File: config.mk
export PLATFORM = sky130hd
export DESIGN_NAME = uart_tx_arbiter
export DESIGN_NICKNAME = d
export VERILOG_FILES = /design/src/rtl/uart_tx_arbiter.sv
export SDC_FILE = /design/constraint.sdc
export NUM_CORES = 1
export LEC_CHECK = 0
export CAP_MARGIN = 20
export CORE_UTILIZATION = 55
export CTS_BUF_LIST = sky130_fd_sc_hd__clkbuf_4 sky130_fd_sc_hd__clkbuf_8 sky130_fd_sc_hd__clkbuf_16
export CTS_CLUSTER_DIAMETER = 120
export DETAILED_ROUTE_END_ITERATION = 7
export GPL_TIMING_DRIVEN = 0
export PLACE_DENSITY = 0.83
export SLEW_MARGIN = 20
export SYNTH_ARGS = -nofsm -noshare
export SYNTH_HDL_FRONTEND = slang
export SYNTH_SLANG_ARGS = --single-unit
File: constraint.sdc
create_clock -name clock -period 3.6 [get_ports clock]
set_input_delay 0.36 -clock clock [delete_from_list [all_inputs] [get_ports clock]]
set_output_delay 0.36 -clock clock [all_outputs]
set_load 0.01 [all_outputs]
File: src/rtl/uart_tx_arbiter.sv
// Round-robin arbiter that feeds one UartTx from two byte sources, each buffered
// in its own FIFO, and follows the transmitter through its tx_busy handshake.
module uart_tx_arbiter #(
  parameter int DEPTH       = 16,
  parameter int ACK_TIMEOUT = 8
) (
  input  logic       clock,
  input  logic       reset,
  input  logic       ch0_valid,
  input  logic [7:0] ch0_data,
  output logic       ch0_ready,
  input  logic       ch1_valid,
  input  logic [7:0] ch1_data,
  output logic       ch1_ready,
  input  logic       tx_busy,
  output logic       tx_start,
  output logic [7:0] sdata,
  output logic       active,
  output logic       timeout_err
);

  localparam int AW = $clog2(DEPTH);
  localparam int CW = $clog2(ACK_TIMEOUT + 1);
  localparam logic [AW:0]   FULL_COUNT  = (AW + 1)'(DEPTH);
  localparam logic [CW-1:0] TIMEOUT_VAL = CW'(ACK_TIMEOUT);

  typedef enum logic [1:0] {
    IDLE,
    WAIT_HI,
    WAIT_LO
  } state_t;

  state_t state, next_state;

  logic [7:0]    mem [2][DEPTH];
  logic [AW-1:0] wr_ptr [2];
  logic [AW-1:0] rd_ptr [2];
  logic [AW:0]   count [2];
  logic [1:0]    in_valid;
  logic [7:0]    in_data [2];
  logic [1:0]    ready;
  logic [1:0]    push;
  logic [1:0]    pop;
  logic [1:0]    nonempty;

  logic          sel;
  logic          last_grant;
  logic [7:0]    sdata_q;
  logic [7:0]    head;
  logic [CW-1:0] wait_cnt;

  assign in_valid   = {ch1_valid, ch0_valid};
  assign in_data[0] = ch0_data;
  assign in_data[1] = ch1_data;

  always_comb begin
    for (int c = 0; c < 2; c++) begin
      ready[c]    = (count[c] != FULL_COUNT);
      nonempty[c] = (count[c] != '0);
      push[c]     = in_valid[c] && ready[c];
    end
  end

  assign ch0_ready = ready[0];
  assign ch1_ready = ready[1];

  always_ff @(posedge clock) begin
    for (int c = 0; c < 2; c++) begin
      if (push[c]) begin
        mem[c][wr_ptr[c]] <= in_data[c];
      end
    end
  end

  // Pointers wrap naturally at DEPTH because their width is exactly log2(DEPTH).
  always_ff @(posedge clock) begin
    if (reset) begin
      for (int c = 0; c < 2; c++) begin
        wr_ptr[c] <= '0;
        rd_ptr[c] <= '0;
        count[c]  <= '0;
      end
    end else begin
      for (int c = 0; c < 2; c++) begin
        if (push[c]) begin
          wr_ptr[c] <= wr_ptr[c] + AW'(1);
        end
        if (pop[c]) begin
          rd_ptr[c] <= rd_ptr[c] + AW'(1);
        end
        unique case ({push[c], pop[c]})
          2'b10:   count[c] <= count[c] + (AW + 1)'(1);
          2'b01:   count[c] <= count[c] - (AW + 1)'(1);
          default: count[c] <= count[c];
        endcase
      end
    end
  end

  assign head = mem[sel][rd_ptr[sel]];

  always_comb begin
    next_state  = state;
    pop         = 2'b00;
    sel         = 1'b0;
    tx_start    = 1'b0;
    timeout_err = 1'b0;
    unique case (state)
      IDLE: begin
        sel = (nonempty[0] && nonempty[1]) ? ~last_grant : nonempty[1];
        if (!reset && !tx_busy && (nonempty != 2'b00)) begin
          tx_start   = 1'b1;
          pop        = sel ? 2'b10 : 2'b01;
          next_state = WAIT_HI;
        end
      end
      WAIT_HI: begin
        if (tx_busy) begin
          next_state = WAIT_LO;
        end else if (wait_cnt == TIMEOUT_VAL) begin
          timeout_err = !reset;
          next_state  = IDLE;
        end
      end
      WAIT_LO: begin
        if (!tx_busy) begin
          next_state = IDLE;
        end
      end
      default: next_state = IDLE;
    endcase
  end

  // sdata shows the FIFO head during the start pulse, then the registered copy.
  always_ff @(posedge clock) begin
    if (reset) begin
      state      <= IDLE;
      last_grant <= 1'b1;
      sdata_q    <= 8'h00;
      wait_cnt   <= '0;
    end else begin
      state <= next_state;
      if (tx_start) begin
        sdata_q    <= head;
        last_grant <= sel;
        wait_cnt   <= CW'(1);
      end else if (state == WAIT_HI) begin
        wait_cnt <= wait_cnt + CW'(1);
      end
    end
  end

  assign sdata  = tx_start ? head : sdata_q;
  assign active = (state != IDLE) || nonempty[0] || nonempty[1];

endmodule

==> results.json <==
{
  "hold_buffers": 0,
  "coreArea_um2": 22600,
  "drive_gt1_share_pct": 25.7,
  "synth_top_area_share_pct": 67.0,
  "grtUsageTotal_pct": 24.9,
  "die_h_um": 154,
  "synth_edf_count": 282,
  "hold_viol_final": 0,
  "fin_crit_ns": 3.61,
  "clockRootBuffer": "clkbuf_16",
  "critPathRequiredTime_ns": 3.24,
  "critPathKind": "reg2out",
  "async_flop_share_pct": 0,
  "die_w_um": 154,
  "synthCells": 748,
  "post_drt_wl_per_cell_um": 25.4,
  "crit_path_end": "sdata[2]",
  "syn_nets": 789,
  "antenna_found_initial": 0,
  "yosysUniqueCellTypes": 72,
  "drv_slew": 0,
  "clock_tree.buffer_depth": 3,
  "grt_pass1_wl_um": 43100,
  "dp_hpwl_um": 18800,
  "power_leakage_uw": 0.00495,
  "dp_slack_ns": -0.253,
  "synthTopCellsByCount": "edfxtp_1 (282), nor2_1 (67), mux4_2 (54)",
  "grt_max_degree": 20,
  "critPathMaxFanout": 7,
  "final_nets": 874,
  "viasPerCell": 6.37,
  "clkSinkCount": 297,
  "grt_overflow": 0,
  "wirelength_um": 29000,
  "fin_crit_sh_pct": 100,
  "pin_count": 34,
  "tightest_slew_ns": 0.897,
  "vias": 7260,
  "yosysWarnings": 0,
  "synth-seq-area-share_pct": 69.4,
  "relSlewSlack_pct": 39.9,
  "setup_ws_ns": -0.0117,
  "synth_area_leaders": "edfxtp_1 (67%), mux4_2 (9.6%), dfxtp_1 (2.4%)",
  "grt_pass1_vias": 7143,
  "antenna_cells": 0,
  "syn_to_final_growth_pct": 16.5,
  "dieArea_um2": 23600,
  "synth_ff_type": "edfxtp_1",
  "ir_drop_mv": 0.280,
  "htreeDepth": 1,
  "rows": 55,
  "violations": "negative setup slack",
  "cp-start-kind": "register",
  "total_power_uw": 8300,
  "antenna_left": 0,
  "cts_tree": "done",
  "finClkSkew_ns": 0.0121,
  "fin_hold_ws_ns": 0.289,
  "r2r_end": "count[1][4]$_DFFE_PP_",
  "place_congestion": 0.922,
  "powerDensity_nw_per_um2": 564,
  "r2r_slack_ns": 0.29,
  "startpoint": "count[0][1]$_SDFFCE_PN0P_",
  "synth.largest_area_cell": "edfxtp_1",
  "start_util_pct": 56.0,
  "end_kind": "primary output",
  "clk_pin_slew_ns": 0.06,
  "drc": 0,
  "reg2reg_depth": 9,
  "netlist_area_um2": 12600,
  "firstDrtPassIters": 8,
  "drt_iter0_markers": 822,
  "crit_arrival_ns": 3.25,
  "port_buffers": 32,
  "rsz0062_at_grt": "yes",
  "hp-class": "in2reg",
  "clk_latency_ns": 0.54,
  "drv_cap": 0,
  "syn_area_per_cell_um2": 16.9,
  "synth-seq-cells": 297,
  "finalSetupViolations": 2,
  "cts_inserted_buffers": 29,
  "status": "finished with violations",
  "fmax_mhz": 277,
  "yosysMostFrequentCell": "edfxtp_1",
  "r2r-start": "count[0][1]$_SDFFCE_PN0P_"
}
==> state kept, by name, summed over array words and instances (netlist names) <==
name	cells
state	2
sdata_q	8
count	10
last_grant	1
wait_cnt	4
wr_ptr	8
mem	256
rd_ptr	8
==> repair_timing <==
action                     CTS  global route
pin swaps                    7             6
buffers inserted            16             7
gates cloned                 0             0
setup endpoints to repair   14            10
resized for setup           55            16
==> worst max-delay path, cell delays in order (launching register included) <==
cell and delay, ns:
edfxtp_1 0.38, buf_6 0.15, o41a_4 0.55, o31ai_4 0.39
and2_4 0.21, buf_6 0.15, mux2i_4 0.28, o31a_1 0.19
nand3_1 0.11, dlygate4sd2_1 0.30
==> logic make-up after synthesis <==
kind of cell | after synthesis | synth area share [%]
multiplexers | 89 | 12.6
AND/OR/NAND/NOR | 187 | 7.49
flip-flops | 297 | 69.4
XOR/XNOR | 17 | 1.18
AO/OA/AOI/OAI | 76 | 5.04
buffers and inverters | 62 | 2.33
adder cells (fa/ha/maj) | 20 | 1.98
==> cell type report <==
type,instances,area [um^2]
buffer,40,262
clock buffer,47,898
clock inverter,6,82.6
fill,1451,7850
inverter,21,78.8
multi-input combinational,389,3780
sequential,297,8770
tap,285,357
timing repair buffer,55,493
==> placed cells by master, fill, tap and decap left out, types with 4 or more instances in the layout <==
cell | synthesis | layout
o21ai_0 | 8 | 7
nor2b_1 | 6 | 6
nand2_1 | 37 | 37
and2_1 | 9 | 8
a211oi_1 | 5 | 4
nand2b_1 | 6 | 6
clkbuf_8 | 0 | 6
xnor2_1 | 8 | 8
mux4_2 | 54 | 54
clkdlybuf4s50_1 | 0 | 24
o31ai_1 | 4 | 4
a31oi_1 | 8 | 5
nor2_1 | 67 | 67
a22oi_1 | 6 | 4
mux2_2 | 10 | 13
or3_1 | 4 | 4
buf_6 | 2 | 6
nor3b_1 | 5 | 5
nor3_2 | 1 | 8
nand3_1 | 8 | 8
ha_1 | 20 | 19
clkbuf_1 | 12 | 8
nor3_1 | 17 | 9
nor4_1 | 5 | 4
clkbuf_16 | 0 | 29
a21oi_1 | 7 | 6
inv_1 | 20 | 18
dfxtp_1 | 15 | 15
dlygate4sd2_1 | 0 | 4
clkbuf_4 | 0 | 12
xor2_1 | 9 | 9
o211ai_1 | 4 | 4
mux2i_1 | 19 | 18
nand4_1 | 9 | 9
buf_4 | 7 | 33
edfxtp_1 | 282 | 282
buf_2 | 16 | 10
==> per-layer routing <==
metal | share of wire, % | track usage, % | routed length [um] | vias to the layer above
li1 | - | - | - | 3126
met1 | 39 | 34.4 | 11200 | 3631
met2 | 49 | 41.0 | 14100 | 430
met3 | 9.3 | 3.66 | 2690 | 73
met4 | 3.4 | 8.62 | 987 | 0
met5 | 0 | 0 | 0 | -
==> report_power, final <==
part	switching (uW)	internal (uW)	total (uW)
registers	71.4	3940	4010
logic	727	504	1230
clock network	1210	1840	3060
==> worst min-delay path by stage <==
stage,start,endpoint,slack (ns),depth (start not counted)
after global placement,sdata_q[2]$_SDFF_PP0_,sdata_q[2]$_SDFF_PP0_,0.47,2
after CTS,reset,state[0]$_SDFFE_PP0P_,0.28,2
final,reset,state[0]$_SDFFE_PP0P_,0.29,2
after global routing,reset,state[0]$_SDFFE_PP0P_,0.29,2
after detailed placement,sdata_q[2]$_SDFF_PP0_,sdata_q[2]$_SDFF_PP0_,0.47,2
after floorplan,tx_busy,state[0]$_SDFFE_PP0P_,0.44,1
==> metrics by stage <==
step           util [%]  cells  instance area, um^2  TNS (ns)
2_1_floorplan         -    748                12600         0
3_3_place_gp       59.0   1065                13300     -2.80
3_5_place_dp       59.2   1065                13400    -0.809
4_1_cts            64.7   1133                14600    -0.170
5_1_grt            65.2   1140                14700    -0.168
6_report           65.2   1140                14700   -0.0133
Note: power is estimated with default switching activity, not from simulation.
